<file path="src/rtl/memory_bus.sv">
// memory_bus: bridges the 8008 core memory interface to ROM, RAM and board
// peripherals. Decodes the 14-bit address, sequences each access through a
// small FSM and returns read data with a 4-phase completion handshake.
//
// Ports:
//   clk, reset          clock, asynchronous active-high reset
//   address, data_in    CPU byte address / write data
//   write_enable        1=write, 0=read, sampled with bus_enable
//   bus_enable          CPU request, held until bus_done is seen
//   data_out, bus_done  read data / access complete
//   rom_address/data    ROM block (registered read data)
//   ram_*               RAM block (combinational read, write strobe)
//   leds, ioport        output registers
//   buttons             raw asynchronous board buttons
module memory_bus #(
    parameter int unsigned RAM_SIZE_BITS = 9,
    parameter int unsigned ROM_SIZE_BITS = 12
) (
    input  logic                     clk,
    input  logic                     reset,
    input  logic [13:0]              address,
    input  logic [7:0]               data_in,
    output logic [7:0]               data_out,
    input  logic                     bus_enable,
    input  logic                     write_enable,
    output logic                     bus_done,
    output logic [ROM_SIZE_BITS-1:0] rom_address,
    input  logic [7:0]               rom_data,
    output logic [RAM_SIZE_BITS-1:0] ram_address,
    output logic [7:0]               ram_data_in,
    input  logic [7:0]               ram_data_out,
    output logic                     ram_write_enable,
    output logic [7:0]               leds,
    input  logic [3:0]               buttons,
    output logic [7:0]               ioport
);

    typedef enum logic [1:0] {IDLE, ROM_WAIT, EXEC, DONE} state_t;

    localparam logic [1:0] SEL_ROM    = 2'b00;
    localparam logic [1:0] SEL_RAM    = 2'b01;
    localparam logic [1:0] SEL_PERIPH = 2'b10;

    localparam logic [1:0] PER_LEDS    = 2'd0;
    localparam logic [1:0] PER_BUTTONS = 2'd1;
    localparam logic [1:0] PER_IOPORT  = 2'd2;

    state_t      state_q, state_d;
    logic [13:0] addr_q, addr_d;
    logic        we_q, we_d;
    logic [7:0]  wdata_q, wdata_d;
    logic [7:0]  data_out_q, data_out_d;
    logic        bus_done_q, bus_done_d;
    logic        ram_we_q, ram_we_d;
    logic [7:0]  leds_q, leds_d;
    logic [7:0]  ioport_q, ioport_d;
    logic [3:0]  btn_meta_q, btn_meta_d;
    logic [3:0]  btn_sync_q, btn_sync_d;
    logic [7:0]  read_data_c;

    // Targets are driven from the request latched in IDLE; RAM upper bit is tied low.
    assign rom_address      = ROM_SIZE_BITS'(addr_q[11:0]);
    assign ram_address      = RAM_SIZE_BITS'(addr_q[7:0]);
    assign ram_data_in      = wdata_q;
    assign ram_write_enable = ram_we_q;
    assign data_out         = data_out_q;
    assign bus_done         = bus_done_q;
    assign leds             = leds_q;
    assign ioport           = ioport_q;

    // Read-data mux over the latched address.
    always_comb begin
        read_data_c = 8'hFF;
        case (addr_q[13:12])
            SEL_ROM: read_data_c = rom_data;
            SEL_RAM: read_data_c = ram_data_out;
            SEL_PERIPH: begin
                case (addr_q[1:0])
                    PER_LEDS:    read_data_c = leds_q;
                    PER_BUTTONS: read_data_c = {4'b0000, btn_sync_q};
                    PER_IOPORT:  read_data_c = ioport_q;
                    default:     read_data_c = 8'hFF;
                endcase
            end
            default: read_data_c = 8'hFF;
        endcase
    end

    // Next-state and datapath.
    always_comb begin
        state_d    = state_q;
        addr_d     = addr_q;
        we_d       = we_q;
        wdata_d    = wdata_q;
        data_out_d = data_out_q;
        bus_done_d = 1'b0;
        ram_we_d   = 1'b0;
        leds_d     = leds_q;
        ioport_d   = ioport_q;
        btn_meta_d = buttons;
        btn_sync_d = btn_meta_q;

        case (state_q)
            IDLE: begin
                if (bus_enable) begin
                    addr_d  = address;
                    we_d    = write_enable;
                    wdata_d = data_in;
                    // Strobe is registered here so it is high for exactly the EXEC cycle.
                    ram_we_d = write_enable && (address[13:12] == SEL_RAM);
                    if (!write_enable && (address[13:12] == SEL_ROM)) begin
                        state_d = ROM_WAIT;
                    end else begin
                        state_d = EXEC;
                    end
                end
            end
            ROM_WAIT: begin
                state_d = EXEC;
            end
            EXEC: begin
                state_d    = DONE;
                bus_done_d = 1'b1;
                if (we_q) begin
                    if (addr_q[13:12] == SEL_PERIPH) begin
                        if (addr_q[1:0] == PER_LEDS) begin
                            leds_d = wdata_q;
                        end
                        if (addr_q[1:0] == PER_IOPORT) begin
                            ioport_d = wdata_q;
                        end
                    end
                end else begin
                    data_out_d = read_data_c;
                end
            end
            DONE: begin
                if (bus_enable) begin
                    bus_done_d = 1'b1;
                end else begin
                    state_d = IDLE;
                end
            end
            default: begin
                state_d = IDLE;
            end
        endcase
    end

    // State and output registers.
    always_ff @(posedge clk or posedge reset) begin
        if (reset) begin
            state_q    <= IDLE;
            addr_q     <= 14'd0;
            we_q       <= 1'b0;
            wdata_q    <= 8'h00;
            data_out_q <= 8'h00;
            bus_done_q <= 1'b0;
            ram_we_q   <= 1'b0;
            leds_q     <= 8'h00;
            ioport_q   <= 8'h00;
            btn_meta_q <= 4'h0;
            btn_sync_q <= 4'h0;
        end else begin
            state_q    <= state_d;
            addr_q     <= addr_d;
            we_q       <= we_d;
            wdata_q    <= wdata_d;
            data_out_q <= data_out_d;
            bus_done_q <= bus_done_d;
            ram_we_q   <= ram_we_d;
            leds_q     <= leds_d;
            ioport_q   <= ioport_d;
            btn_meta_q <= btn_meta_d;
            btn_sync_q <= btn_sync_d;
        end
    end

endmodule

</file>
<file path="config.mk">
export PLATFORM = sky130hd
export DESIGN_NAME = memory_bus
export DESIGN_NICKNAME = d
export VERILOG_FILES = /design/src/rtl/memory_bus.sv
export SDC_FILE = /design/constraint.sdc
export NUM_CORES = 1
export LEC_CHECK = 0
export BUFFER_PORTS_ARGS = -buffer_cell sky130_fd_sc_hd__buf_2
export CAP_MARGIN = 20
export CORE_ASPECT_RATIO = 0.6
export CORE_MARGIN = 5
export CORE_UTILIZATION = 51
export CTS_BUF_LIST = sky130_fd_sc_hd__clkbuf_16
export DETAILED_ROUTE_END_ITERATION = 16
export PLACE_DENSITY = 0.82
export SLEW_MARGIN = 10
export SYNTH_ARGS = -nofsm -noshare
export SYNTH_HDL_FRONTEND = slang
export SYNTH_SLANG_ARGS = --single-unit
</file>
<file path="constraint.sdc">
create_clock -name clk -period 4.1 [get_ports clk]
set_input_delay 0.615 -clock clk [delete_from_list [all_inputs] [get_ports clk]]
set_output_delay 0.615 -clock clk [all_outputs]
set_load 0.01 [all_outputs]
</file>
# Word-level counts from Yosys, hierarchy flattened
# Index checks and enable logic that the tools add are counted.
[word_totals]
memories = 0
latchBits = 0
reg_bits = 59
rom_bits = 0
wordCells = 44
input_bits = 46
out_inout_bits = 55
ram_bits = 0
[op_classes]
n_addsub = 0
mux = 10
bitwise_logic = 1
n_eq_ne = 10
order_cmp = 0
reduce_logical = 12
shifts = 0
n_mul = 0
n_div = 0
[ops]
columns = ["cell", "count"]
rows = [
  ["one-hot mux 8 bit (3 select lines)", 2],
  ["== test 2 x 1 -> 1 bit (second input constant)", 4],
  ["== test 2 bit (second input constant)", 4],
  ["logical NOT 2 bit", 4],
  ["one-hot mux 2 bit (4 select lines)", 1],
  ["AND reduction 4 bit", 2],
  ["2-to-1 mux 2 bit", 3],
  ["AND reduction 2 bit", 3],
  ["!= test 2 bit (second input constant)", 2],
  ["2-to-1 mux 1 bit", 3],
  ["logical AND 1 bit", 2],
  ["one-hot mux 1 bit (2 select lines)", 1],
  ["logical NOT 1 bit", 1],
  ["inverter 1 bit", 1],
]

# Logic depth before layout (Yosys ltp)
# Gate-level depths: netlist of run 1.
[logic_depth]
depth_word = 5
mapped_depth = 7
depth_no_buf = 5

# Worst setup path before layout of run 1
# Ideal clock, no wire load.
[synth_path]
path_kind = "register -> register"
from = "register state_q[0]"
to = "register leds_q[0] (netlist: leds[0])"
setup_slack_ns = 2.526
stages_incl_launch_ff = 6
period_less_slack_ns = 1.574
arrival_time_ns = 1.450
required_time_ns = 3.975
path_buffers = 0
setup_ns = 0.125
cell_sequence = "dfrtp_1 > inv_1 > ha_1 > nand4b_4 > nor3_4 > mux2_2"
[synth_via]
elab_chain_len = 2
[synth_lines]
columns = ["item", "line", "source"]
rows = [
  ["start, declared", "48", "state_t state_q, state_d;"],
  ["start signal, assigned", "165", "state_q <= state_d;"],
  ["== test 2 bit", "103", "case (state_q)"],
  ["AND reduction 4 bit (no source line)", "--", ""],
  ["end signal, assigned", "172", "leds_q <= leds_d;"],
  ["end, declared", "55", "logic [7:0] leds_q, leds_d;"],
]
# No other way between the ends.
# A chain may end at the register's enable or synchronous reset.

# Final worst setup path of run 1
[layout_path]
from = "register state_q[1]"
to = "register wdata_q[5] (netlist: ram_data_in[5])"
[layout_via]
elab_chain_len = 2
[layout_lines]
columns = ["item", "line", "source"]
rows = [
  ["logical NOT 2 bit", "103", ""],
  ["AND reduction 2 bit (no source line)", "--", ""],
  ["end signal, assigned", "168", "wdata_q <= wdata_d;"],
  ["end, declared", "51", "logic [7:0] wdata_q, wdata_d;"],
]
# No other way between the ends.

==> results of run 1 <==
==> cell usage in the layout, fill, tap and decap left out, types with 2 or more instances in the layout <==
master	netlist	final
a41oi_1	8	8
buf_2	4	99
clkbuf_16	0	9
clkinv_1	0	3
clkinv_2	0	2
dfrtp_1	59	59
ha_1	3	3
inv_1	4	4
mux2_2	43	43
nand2_1	13	13
nand2b_1	2	2
nor2_1	8	8
nor2b_1	6	6
o21ai_0	9	9
o221ai_1	8	8
==> cell type report <==
| cell class | count | area (sq um) |
|---|---|---|
| Clock buffer | 9 | 225 |
| Inverter | 4 | 15.0 |
| Timing Repair Buffer | 100 | 503 |
| Multi-Input combinational cell | 111 | 943 |
| Tap cell | 66 | 82.6 |
| Fill cell | 417 | 1760 |
| Clock inverter | 6 | 25.0 |
| Sequential cell | 59 | 1480 |
==> metrics by stage <==
| stage | cell area [sq um] | cells | util [%] |
|---|---|---|---|
| 3_3_place_gp | 3020 | 340 | 60.0 |
| 2_1_floorplan | 2640 | 204 | - |
| 6_report | 3270 | 355 | 65.0 |
| 4_1_cts | 3270 | 355 | 65.0 |
| 3_5_place_dp | 3020 | 340 | 60.0 |
| 5_1_grt | 3270 | 355 | 65.0 |
==> path summary, 6_finish.rpt <==
path	startpoint	to	slack [ns]	depth (start not counted)
min	btn_meta_q[2]$_DFF_PP0_	btn_sync_q[2]$_DFF_PP0_	0.35	0
min reg2reg	btn_meta_q[2]$_DFF_PP0_	btn_sync_q[2]$_DFF_PP0_	0.35	0
max	state_q[1]$_DFFE_PP0P_	ram_data_in[5]$_DFFE_PP0P_	2.11	4
min in group asynchronous	reset	addr_q[2]$_DFFE_PP0P_	0.49	3
max in group asynchronous	reset	addr_q[6]$_DFFE_PP0P_	3.13	3
max reg2reg	state_q[1]$_DFFE_PP0P_	ram_data_in[5]$_DFFE_PP0P_	2.11	4
==> routing by layer <==
layer,part of all wire (%),wire length (microns)
met5,0,0
met4,1.5,87
met3,12,677
met2,43,2530
met1,44,2570
==> logic make-up after synthesis <==
logic type | count (synthesis) | share of synthesized area, %
adder cells (fa/ha/maj) | 3 | 1.42
flip-flops | 59 | 56.0
AND/OR/NAND/NOR | 35 | 7.59
buffers and inverters | 34 | 8.25
AO/OA/AOI/OAI | 29 | 8.25
other | 1 | 0.142
multiplexers | 43 | 18.4
==> power breakdown <==
group | internal, mW | leakage, nW | total [mW] | switching [mW]
Combinational | 0.469 | 0.767 | 0.951 | 0.482
Sequential | 0.807 | 0.717 | 1.02 | 0.214
Clock | 0.392 | 0.129 | 0.623 | 0.231
==> worst max-delay path: cells and delay by family, from the launching register on <==
kind / cells / cell delay, ns
adder cells (fa/ha/maj): 1 / 0.22
buffers and inverters: 1 / 0.06
flip-flops: 1 / 0.39
multiplexers: 1 / 0.43
AND/OR/NAND/NOR: 1 / 0.77
==> flip-flops by register name, indices dropped and copies added, names as in the netlist <==
| signal | count |
|---|---|
| addr_q | 14 |
| btn_meta_q | 4 |
| btn_sync_q | 4 |
| bus_done | 1 |
| data_out | 8 |
| ioport | 8 |
| leds | 8 |
| ram_data_in | 8 |
| ram_write_enable | 1 |
| state_q | 2 |
| we_q | 1 |
==> results.json, run 1 <==
{
  "clkTransAtPathRegs_ns": 0.05,
  "initial_core_util_pct": 52.4,
  "cp-end-kind": "register",
  "areaGrowthSynthToFinish_pct": 24.0,
  "post-route-drc-count": 0,
  "cts_resized": 0,
  "gp_congestion": 0.855,
  "busiest_layer": "met2",
  "pre_cts_slack_ns": 2.02,
  "power_density_nw_per_um2": 794,
  "grtUsageMet3_pct": 7.85,
  "worst_slew_margin_rel_pct": 30.5,
  "clk_latency_ns": 0.32,
  "die_x_microns": 103,
  "first_pass_iters": 4,
  "hold_ws_ns": 0.347,
  "wl_per_cell_microns": 16.5,
  "grt_max_degree": 60,
  "synth_nets": 253,
  "post_cts_buffers": 0,
  "hp-class": "reg -> reg",
  "antenna_found_initial": 0,
  "numCtsBuffers": 9,
  "vias": 1868,
  "yosysWarnings": 0,
  "required_ns": 4.29,
  "die_area_sq_um": 6760,
  "cts_tree": "built",
  "routed_wl_microns": 5860,
  "worstSetupPathType": "reg -> reg",
  "synth_top_area_share_pct": 56.0,
  "gr-usage-met1_pct": 25.7,
  "coreArea_sq_um": 5030,
  "power_mw": 2.60,
  "synth-seq-cells": 59,
  "finalSetupViolCount": 0,
  "tns_ns": 0,
  "yosysSeqAreaShare_pct": 56.0,
  "fp-row-count": 20,
  "die_height_microns": 65.7,
  "async_flop_share_pct": 100,
  "dp_hpwl_microns": 4300,
  "leakagePower_nw": 1.61,
  "synth_top_cell_by_area": "dfrtp_1",
  "critPathLaunchType": "register",
  "cts_hold_buf": 0,
  "fin_ws_ns": 2.11,
  "tightestPinTransition_ns": 1.04,
  "antenna_left": 0,
  "synth_edf_count": 0,
  "grt_overflow": 0,
  "ios": 101,
  "drive_gt1_share_pct": 55.4,
  "synth_commonest_cells": "59 x dfrtp_1, 43 x mux2_2, 22 x buf_4, 13 x nand2_1, 9 x o21ai_0",
  "cts_num_sinks": 59,
  "crit_fanout": 24,
  "antennaDiodeCount": 0,
  "hold_violations": 0,
  "syn_inst": 204,
  "gr-usage-all-layers_pct": 18.7,
  "finClkSkew_ns": 0.00621,
  "clock_path_buffers": 2,
  "yosysMostFrequentCell": "dfrtp_1",
  "drv_cap": 0,
  "crit_chain": "inv_1, ha_1, nand2_1, mux2_2",
  "status": "finished, final reports clean",
  "rsz0062_at_grt": "no",
  "ir_worst_vdd_uv": 458,
  "grt_pass1_wl_microns": 9340,
  "drtIter0Drc": 65,
  "ys.flop_type": "dfrtp_1",
  "h-tree-depth": 3,
  "slowest_stage": "nand2_1",
  "avgViaCountPerCell": 5.26,
  "ys_types": 26,
  "io_buffers": 99,
  "period_share_pct": 48.5,
  "num-nets-final": 334,
  "fmax_mhz": 503,
  "gr-usage-met2_pct": 26.7,
  "syn-cell-area_sq_um": 2640,
  "synth.area.top_cells": "dfrtp_1 56%, mux2_2 18%, buf_4 6.3%",
  "first_global_vias": 1901,
  "syn_area_per_cell_sq_um": 12.9,
  "cp_data_arrival_time_ns": 2.18,
  "min_period_ns": 1.99,
  "cpPeakStageDelay_ns": 0.77,
  "drv_slew": 0,
  "root_buffer": "clkbuf_16"
}
Power figures use the tool's default switching activity.
==> run 2, diff against run 1 <==
--- a/config.mk
+++ b/config.mk
@@ -9,10 +9,10 @@
 export CAP_MARGIN = 20
 export CORE_ASPECT_RATIO = 0.6
 export CORE_MARGIN = 5
-export CORE_UTILIZATION = 51
+export CORE_UTILIZATION = 44
 export CTS_BUF_LIST = sky130_fd_sc_hd__clkbuf_16
 export DETAILED_ROUTE_END_ITERATION = 16
-export PLACE_DENSITY = 0.82
+export PLACE_DENSITY = 0.75
 export SLEW_MARGIN = 10
 export SYNTH_ARGS = -nofsm -noshare
 export SYNTH_HDL_FRONTEND = slang
==> constraint.sdc (replaced) <==
create_clock -name clk -period 1.6 [get_ports clk]
set_input_delay 0.24 -clock clk [delete_from_list [all_inputs] [get_ports clk]]
set_output_delay 0.24 -clock clk [all_outputs]
set_load 0.01 [all_outputs]
==> run 2 against run 1 <==
  * Clock power rose to 3.2 times the previous value
  * Fmax rose by 30%
  * Via count rose by 1.7%
  * First-iteration DRC count rose by 92%
  * Critical endpoint is now leds[5]$_DFFE_PP0P_
  * Largest cell class unchanged
==> results.json, run 2 (synthesis results as in run 1) <==
{
  "routed_wl_microns": 6250,
  "fin_ws_ns": 0.0709,
  "cp_data_arrival_time_ns": 1.73,
  "clkTransAtPathRegs_ns": 0.05,
  "critPathLaunchType": "register",
  "power_mw": 7.33,
  "instances_no_fill": 383,
  "die_area_sq_um": 7690,
  "pre_cts_slack_ns": -0.0128,
  "wl_per_cell_microns": 16.3,
  "cts_tree": "built",
  "io_buffers": 99,
  "grt_overflow": 0,
  "period_share_pct": 95.6,
  "die_height_microns": 70.0,
  "layout_commonest_cell": "buf_2",
  "worstSetupPathType": "reg -> reg",
  "drv_cap": 0,
  "finalInstanceArea_sq_um": 3520,
  "finClkSkew_ns": 0.00494,
  "cts_num_sinks": 59,
  "clk_latency_ns": 0.32,
  "regArea_sq_um": 1480,
  "grt_pass1_wl_microns": 9520,
  "regMostFlops": "addr_q",
  "placed_cell_area_sq_um": 3180,
  "coreArea_sq_um": 5700,
  "leakagePower_nw": 1.71,
  "r2r-end": "leds[5]$_DFFE_PP0P_",
  "largest_reg_flops": 14,
  "hold_depth": 1,
  "fp-row-count": 21,
  "first_pass_iters": 5,
  "grt_max_degree": 40,
  "ios": 101,
  "clock_path_buffers": 2,
  "root_buffer": "clkbuf_16",
  "gp_congestion": 0.833,
  "h-tree-depth": 3,
  "drtIter0Drc": 125,
  "power_density_nw_per_um2": 2080,
  "num-nets-final": 347,
  "finalSetupViolCount": 0,
  "drive_gt1_share_pct": 58.7,
  "antenna_found_initial": 0,
  "numCtsBuffers": 9,
  "first_global_vias": 1809,
  "reg2regPathDepth": 6,
  "hold_violations": 0,
  "min_to": "btn_meta_q[2]$_DFF_PP0_",
  "tns_ns": 0,
  "drv_slew": 0,
  "hold_ws_ns": 0.0201,
  "nFillCells": 464,
  "r2r_slack_ns": 0.07,
  "avgViaCountPerCell": 4.96,
  "fmax_mhz": 654,
  "initial_core_util_pct": 46.3,
  "crit_fanout": 8,
  "min_period_ns": 1.53,
  "worstHoldStart": "buttons[2]",
  "antenna_left": 0,
  "cp-end-kind": "register",
  "areaGrowthSynthToFinish_pct": 33.3,
  "post-route-drc-count": 0,
  "ir_worst_vdd_uv": 1060,
  "rsz0062_at_grt": "no",
  "vias": 1899,
  "gr-usage-all-layers_pct": 16.6,
  "hp-class": "in -> reg",
  "required_ns": 1.80,
  "final_core_util_pct": 61.7,
  "dp_hpwl_microns": 4690,
  "r2r_start": "state_q[0]$_DFFE_PP0P_",
  "status": "finished, final reports clean",
  "die_x_microns": 110,
  "multi_input_area_sq_um": 958,
  "dp_cells": 366,
  "layout_common_cells": "99 x buf_2, 58 x dfrtp_1, 43 x mux2_2",
  "antennaDiodeCount": 0,
  "post_cts_buffers": 0
}
==> run 2: cell count changes in the layout (fill, tap and decap cells not counted), sizes merged <==
cell / change
bufinv: +2
dlygate4sd3: +1
inv: -1
buf: +12
clkinv: -2
clkinvlp: +2
==> run 2: layout make-up <==
cell class | count | area share [%]
clock buffers | 9 | 6.40
well taps | 80 | 2.85
repair buffers | 113 | 18.6
flip-flops and latches | 59 | 42.0
clock inverters | 7 | 2.38
multi-input cells | 111 | 27.3
inverters | 4 | 0.534
==> run 2: how the worst max path moves through the flow <==
stage / slack [ns] / from / endpoint / cells after the start
2_1_floorplan: 0.03 / state_q[0]$_DFFE_PP0P_ / leds[0]$_DFFE_PP0P_ / 5
3_3_place_gp: 0.03 / state_q[0]$_DFFE_PP0P_ / leds[2]$_DFFE_PP0P_ / 6
3_5_place_dp: -0.01 / state_q[0]$_DFFE_PP0P_ / ioport[6]$_DFFE_PP0P_ / 5
4_1_cts: 0.02 / state_q[0]$_DFFE_PP0P_ / addr_q[0]$_DFFE_PP0P_ / 6
5_1_grt: 0.02 / state_q[0]$_DFFE_PP0P_ / leds[0]$_DFFE_PP0P_ / 6
6_report: 0.07 / state_q[0]$_DFFE_PP0P_ / leds[5]$_DFFE_PP0P_ / 6
==> run 2: routing by layer <==
layer  up-vias  GRT usage (%)  wire (microns)
met5         -              0               0
met4         0           3.32              27
met3         7           8.47             752
met2       102           22.4            2580
met1       888           23.9            2890
li1        902              -               -
==> run 2: repair_timing <==
action	4_1_cts	5_1_grt
hold buffers	1	0
pin swaps	1	0
hold endpoints to repair	20	0
endpoints found under the setup margin	16	38
gates resized for setup	2	3
==> run 2: where the power goes <==
part           leakage [nW]  internal, mW  switching, mW
combinational         0.845          1.42           1.40
sequential            0.716          2.07          0.454
clock                 0.152          1.34          0.634
==> run 2: worst max-delay path: stages (launching register included) <==
cell and delay (ns):
dfrtp_1 0.39, inv_2 0.09, ha_4 0.16, nand4b_4 0.12, nor3_4 0.17, buf_12 0.15, mux2_2 0.33
